--- src/rtl/button_pulse_gen.sv ---
// Pushbutton conditioner: synchronizes a raw button, debounces it with a
// four-state FSM and emits a one-cycle load strobe per accepted press,
// plus a debounced level and a 4-bit wrapping press counter.
module button_pulse_gen #(
  parameter int DEBOUNCE_CYCLES = 4,
  parameter bit ACTIVE_LOW      = 1'b1
) (
  input  logic       clk,
  input  logic       reset,
  input  logic       btn_in,
  output logic       enable,
  output logic       btn_level,
  output logic [3:0] press_count
);

  // Debounce counter width; a 1-bit counter is the floor for tiny settings.
  localparam int CW = ($clog2(DEBOUNCE_CYCLES) < 1) ? 1 : $clog2(DEBOUNCE_CYCLES);
  localparam logic [CW-1:0] CNT_LAST = CW'(DEBOUNCE_CYCLES - 1);

  typedef enum logic [1:0] {
    IDLE         = 2'd0,
    PRESS_WAIT   = 2'd1,
    HELD         = 2'd2,
    RELEASE_WAIT = 2'd3
  } state_t;

  state_t        state, next_state;
  logic [CW-1:0] cnt, next_cnt;
  logic          accept;
  logic          raw_p;
  logic          sync1, sync2;
  logic          p;

  // Normalize polarity before the first flop so everything downstream sees 1 = pressed.
  assign raw_p = ACTIVE_LOW ? ~btn_in : btn_in;
  assign p     = sync2;

  // Two-flop synchronizer for the asynchronous button level.
  always_ff @(posedge clk) begin
    // NOTE: sequential state uses non-blocking assignments so every flop
    // samples pre-edge values; blocking here would collapse sync1/sync2 into one stage.
    if (reset) begin
      sync1 <= 1'b0;
      sync2 <= 1'b0;
    end else begin
      sync1 <= raw_p;
      sync2 <= sync1;
    end
  end

  // Next-state, counter and press-acceptance decode.
  always_comb begin
    // NOTE: every output of this block is defaulted first so no path
    // leaves a variable unassigned, which would otherwise infer a latch.
    next_state = state;
    next_cnt   = cnt;
    accept     = 1'b0;
    case (state)
      IDLE: begin
        if (p) begin
          next_state = PRESS_WAIT;
          next_cnt   = '0;
        end
      end
      PRESS_WAIT: begin
        if (!p) begin
          next_state = IDLE;
        end else if (cnt == CNT_LAST) begin
          next_state = HELD;
          accept     = 1'b1;
        end else begin
          next_cnt = cnt + 1'b1;
        end
      end
      HELD: begin
        if (!p) begin
          next_state = RELEASE_WAIT;
          next_cnt   = '0;
        end
      end
      RELEASE_WAIT: begin
        if (p) begin
          next_state = HELD;
        end else if (cnt == CNT_LAST) begin
          next_state = IDLE;
        end else begin
          next_cnt = cnt + 1'b1;
        end
      end
      default: begin
        // Corrupted encoding recovers to released without a strobe.
        next_state = IDLE;
        next_cnt   = '0;
      end
    endcase
  end

  // State, counter and registered outputs; reset overrides any pending transition.
  always_ff @(posedge clk) begin
    if (reset) begin
      state       <= IDLE;
      cnt         <= '0;
      enable      <= 1'b0;
      btn_level   <= 1'b0;
      press_count <= 4'd0;
    end else begin
      state       <= next_state;
      cnt         <= next_cnt;
      enable      <= accept;
      btn_level   <= (next_state == HELD) || (next_state == RELEASE_WAIT);
      // Counter wraps 15 -> 0 naturally in 4 bits.
      press_count <= press_count + 4'(accept);
    end
  end

endmodule

--- config.mk ---
export PLATFORM = sky130hd
export DESIGN_NAME = button_pulse_gen
export DESIGN_NICKNAME = d
export VERILOG_FILES = /design/src/rtl/button_pulse_gen.sv
export SDC_FILE = /design/constraint.sdc
export NUM_CORES = 1
export LEC_CHECK = 0
export CAP_MARGIN = 10
export CORE_AREA = 2 2 39 41
export CTS_CLUSTER_SIZE = 28
export DETAILED_ROUTE_END_ITERATION = 7
export DIE_AREA = 0 0 41 43
export HOLD_SLACK_MARGIN = 0.08
export MAX_ROUTING_LAYER = met4
export SETUP_SLACK_MARGIN = 0.3
export SLEW_MARGIN = 20
export SYNTH_ARGS = -nofsm -noshare
export SYNTH_HDL_FRONTEND = slang
export SYNTH_SLANG_ARGS = --single-unit
--- constraint.sdc ---
create_clock -name clk -period 2.15 [get_ports clk]
set_input_delay 0.215 -clock clk [delete_from_list [all_inputs] [get_ports clk]]
set_output_delay 0.215 -clock clk [all_outputs]
set_load 0.03 [all_outputs]
### Word-level counts from Yosys, hierarchy flattened

Cells that the tools add are included.

| operators by class | value |
|---|---|
| add/sub/neg operators | 2 |
| mux-type cells | 16 |
| eq/ne operators | 10 |
| reduce and logical (&&, ||, !) cells | 3 |
| bitwise gates (word level) | 1 |

Operator list:

| kind | number |
|---|---|
| $mux W2 | 11 |
| $pmux W2 S4 | 2 |
| $eq A2 B2 Y1 const B | 5 |
| $ne A2 B2 Y1 const B | 4 |
| $add A4 B1 Y4 | 1 |
| $reduce_and A4 Y1 | 1 |
| $mux W1 | 3 |
| $add A2 B1 Y2 const B | 1 |
| $eq A2 B1 Y1 const B | 1 |
| $logic_not A2 Y1 | 1 |
| $logic_or A1 B1 Y1 | 1 |
| $not A1 Y1 | 1 |

| word-level totals | value |
|---|---|
| output and inout port bits | 6 |
| input port bits | 3 |
| logic and storage cells | 39 |
| register bits after elaboration | 12 |

### Depth between registers and ports, before layout

| logic depth | value |
|---|---|
| word-level depth | 6 |
| gate-level depth with buffers | 7 |
| depth with buffers taken out | 7 |

### Worst setup path before layout

OpenSTA, ideal clock, no wires.

| timing | value |
|---|---|
| path type | register -> register |
| start point | register cnt[0] |
| end point | register press_count[1] |
| path slack | 743 ps |
| stages on the path, launching flop included | 7 |
| setup time | 128 ps |
| period minus slack after synthesis | 1,407 ps |
| arrival time | 1,279 ps |
| path buffers | 0 |
| cells stage by stage | dfxtp_1 ha_1 nand2_1 nor3b_1 ha_1 ha_1 nor2b_1 |

| between the ends | value |
|---|---|
| word-level cells in the longest chain between the ends | 5 |

RTL lines:

| element | line | source |
|---|---|---|
| from (decl) | 28 | `logic [CW-1:0] cnt, next_cnt;` |
| from (signal assigned) | 108 | `cnt <= next_cnt;` |
| $eq A2 B2 Y1 | 68 | `end else if (cnt == CNT_LAST) begin` |
| $mux W1 | 68 |  |
| $mux W1 | 66 | `if (!p) begin` |
| $mux W1 | 58 | `case (state)` |
| net accept | 29 | `logic accept;` |
| $add A4 B1 Y4 | 112 | `press_count <= press_count + 4'(accept);` |
| to (signal assigned) | 112 |  |
| to (decl) | 13 | `output logic [3:0] press_count` |

The timed path passes the listed nets, and every way through them passes these cells.
A chain may end at the register's enable or synchronous reset.

### Worst setup path after layout

Same ends and word-level chain as after synthesis.

==> metrics.txt <==
status finished, final reports clean; Yosys reg bits 12; Synth Area in Compound Gates just under 7%; CP Capture Type flip-flop; GP Congestion slightly below 0.7; routed length per placed instance roughly 10 µm; Peak VDD IR roughly 290 µV; Req. time, crit path 2.29 ns; Top FF cell, synth dfxtp_1; post-synthesis average cell area 10.2 µm²; Reg clk slew, reported paths 0.07 ns; worst path buffer plus inverter count 0; antenna-violating nets left 0; Setup CP Type flip-flop to flip-flop; clk buf depth 2; sequential share of the synthesized area around 55%; fillcell total 138; Slew @ Worst Pin 0.407 ns; Final Max Tran Viols 0; most common cell in the netlist dfxtp_1; cell mode on critical path ha_1; Synth top area share between 50% and 60%; hold depth 1; Syn Std Cell Area approximately 440 µm²; Die W 41 µm; critical path's slowest cell dfxtp_1; Critical Path Start Type flip-flop; port bufs 8; core area 1380 µm²; R2R cell count 6; Worst path depth 6; largest family of logic cells by synthesized area simple AND/OR/NAND/NOR gates; drt first pass iters 4; largest net degree at the start of global routing 13; final core occ 40.1%; Final TNS setup 0 ns; final wirelength 699 µm; area delta synth->final 27.2%; ys async rst share 0%; Root Buffer clkbuf_4; H-tree depth 1; Gate Count Post-Synth 43; first-pass GRT wire length ~1100 µm; Post-Synth Simple-Gate Area 20.6%; I/O pin total 9; area leader, netlist dfxtp_1; crit share post-route 72.7%; Hold WC Path Type flip-flop to flip-flop; final layout net count 61; Final Hold Vio Count 0; Synth top cells by count dfxtp_1, nor2b_1, a21oi_1; CTS tree yes; # rows 14; Power Density 659 nW/µm²; share of cells above drive strength 1 5.66%; number of enable flip-flop cells after synthesis 0; Crit Path Max Fanout 3; clock skew 0.000576 ns; total power 366 µW; Synth cell types 15; Setup Viol. Count Final 0; Leak 0.000219 µW; clk_lat worst skew between 0.2 and 0.3 ns; Max Cap Viol 0; total setup buffers inserted after CTS 0; CP max stage delay approximately 0.34 ns; Largest delay share family, worst path adder cells; worst path arrival time 1.70 ns; Synth area leaders dfxtp_1, ha_1, nor2b_1; Initial Utilization 31.6%; syn_nets 49; initial DRC count 6; f_max 640 MHz; multi-input logic area 193 µm²; Residual DRC 0; Diodes inserted 0; Hold-fix buffers, CTS 0; clock buffer count from CTS 3; synth warn 0; CTS resizes 0; initial antenna violation count 0; XOR/XNOR share of the synthesized area 8.02%; fin crit period approximately 1.6 ns; total gr overflow 0; Critical Path, Cell by Cell ha_1 > nand2_1 > nor3b_1 > ha_1 > ha_1 > nor2b_1; vias in the first global route 274; Total GRT Usage 10.3%; Die Ht 43 µm; share of synthesized area spent on multiplexers 0%; RSZ-0062 raised after global routing no; HPWL Detailed 527 µm; Vias/cell between 4 and 5; Max-Slew Margin vs Limit between 70% and 80%; Sink Count 12; DIE AREA 1760 µm²; Sequential Area 240 µm²; total number of vias 305; Post-Synth Adder-Cell Area 8.60%
power by group:
part	internal, µW	switching, µW	leakage [µW]
registers	225	1.42	0.0000971
clock network	64.7	64.8	0.0000138
logic	5.33	5.12	0.000108
total	295	71.4	0.000219
flip-flops by register name, summed over array words and instances (netlist names):
name	count
btn_level	1
state	2
cnt	2
press_count	4
enable	1
p	1
sync1	1
worst reg2reg max path: cells and delay by family (launching register included):
| kind | cells | cell delay, ns |
|---|---|---|
| adder cells (fa/ha/maj) | 3 | 0.66 |
| AND/OR/NAND/NOR | 3 | 0.46 |
| flip-flops | 1 | 0.34 |
layer usage:
layer  global-route usage (%)  up-vias  share of wire, %
li1                         -      165                 -
met1                     11.8      135                44
met2                     13.1        5                53
met3                     4.71        0               3.4
met4                     8.00        0                 0
met5                        -        -                 0
worst paths after layout:
check | from | slack, ns | end
setup reg to reg | cnt[0] | 0.59 | press_count[1]
hold / removal | sync1 | 0.44 | p
hold reg to reg | sync1 | 0.44 | p
setup / recovery | cnt[0] | 0.59 | press_count[1]
area by class of cell:
type                       count  area share, %
multi-input combinational     30           34.7
clock buffer                   3           4.05
sequential                    12           43.2
tap                           16           3.60
timing repair buffer           8           14.4
kinds of logic (layout without fill, tap and decap cells):
group,after synthesis,after routing
AOI/OAI and AO/OA,6,6
and+or+nand+nor,17,17
buffers and inverters,1,11
DFF,12,12
adders and majority gates,3,3
xor gates and xnor gates,4,4
through the flow:
| step | area, µm² | cells | hold slack, ns | setup WS (ns) |
|---|---|---|---|---|
| after floorplan | 437 | 43 | 0.287 | 0.743 |
| after global placement | 533 | 66 | 0.426 | 0.608 |
| after detailed placement | 533 | 66 | 0.428 | 0.580 |
| after CTS | 556 | 69 | 0.445 | 0.573 |
| after global routing | 556 | 69 | 0.471 | 0.441 |
| final | 556 | 69 | 0.439 | 0.588 |
layout by cell type, fill, tap and decap left out:
cell / netlist / layout
dfxtp_1: 12 / 12
clkdlybuf4s50_1: 0 / 8
nor2b_1: 5 / 5
a21oi_1: 4 / 4
nand2_1: 3 / 3
nor2_1: 3 / 3
ha_1: 3 / 3
clkbuf_4: 0 / 3
xnor2_1: 2 / 2
o21ai_0: 2 / 2
xor2_1: 2 / 2
nand3_1: 2 / 2
nor3b_1: 1 / 1
and2_1: 1 / 1
nand3b_1: 1 / 1
nor3_1: 1 / 1
No activity file was read; power rests on OpenSTA's default activity.
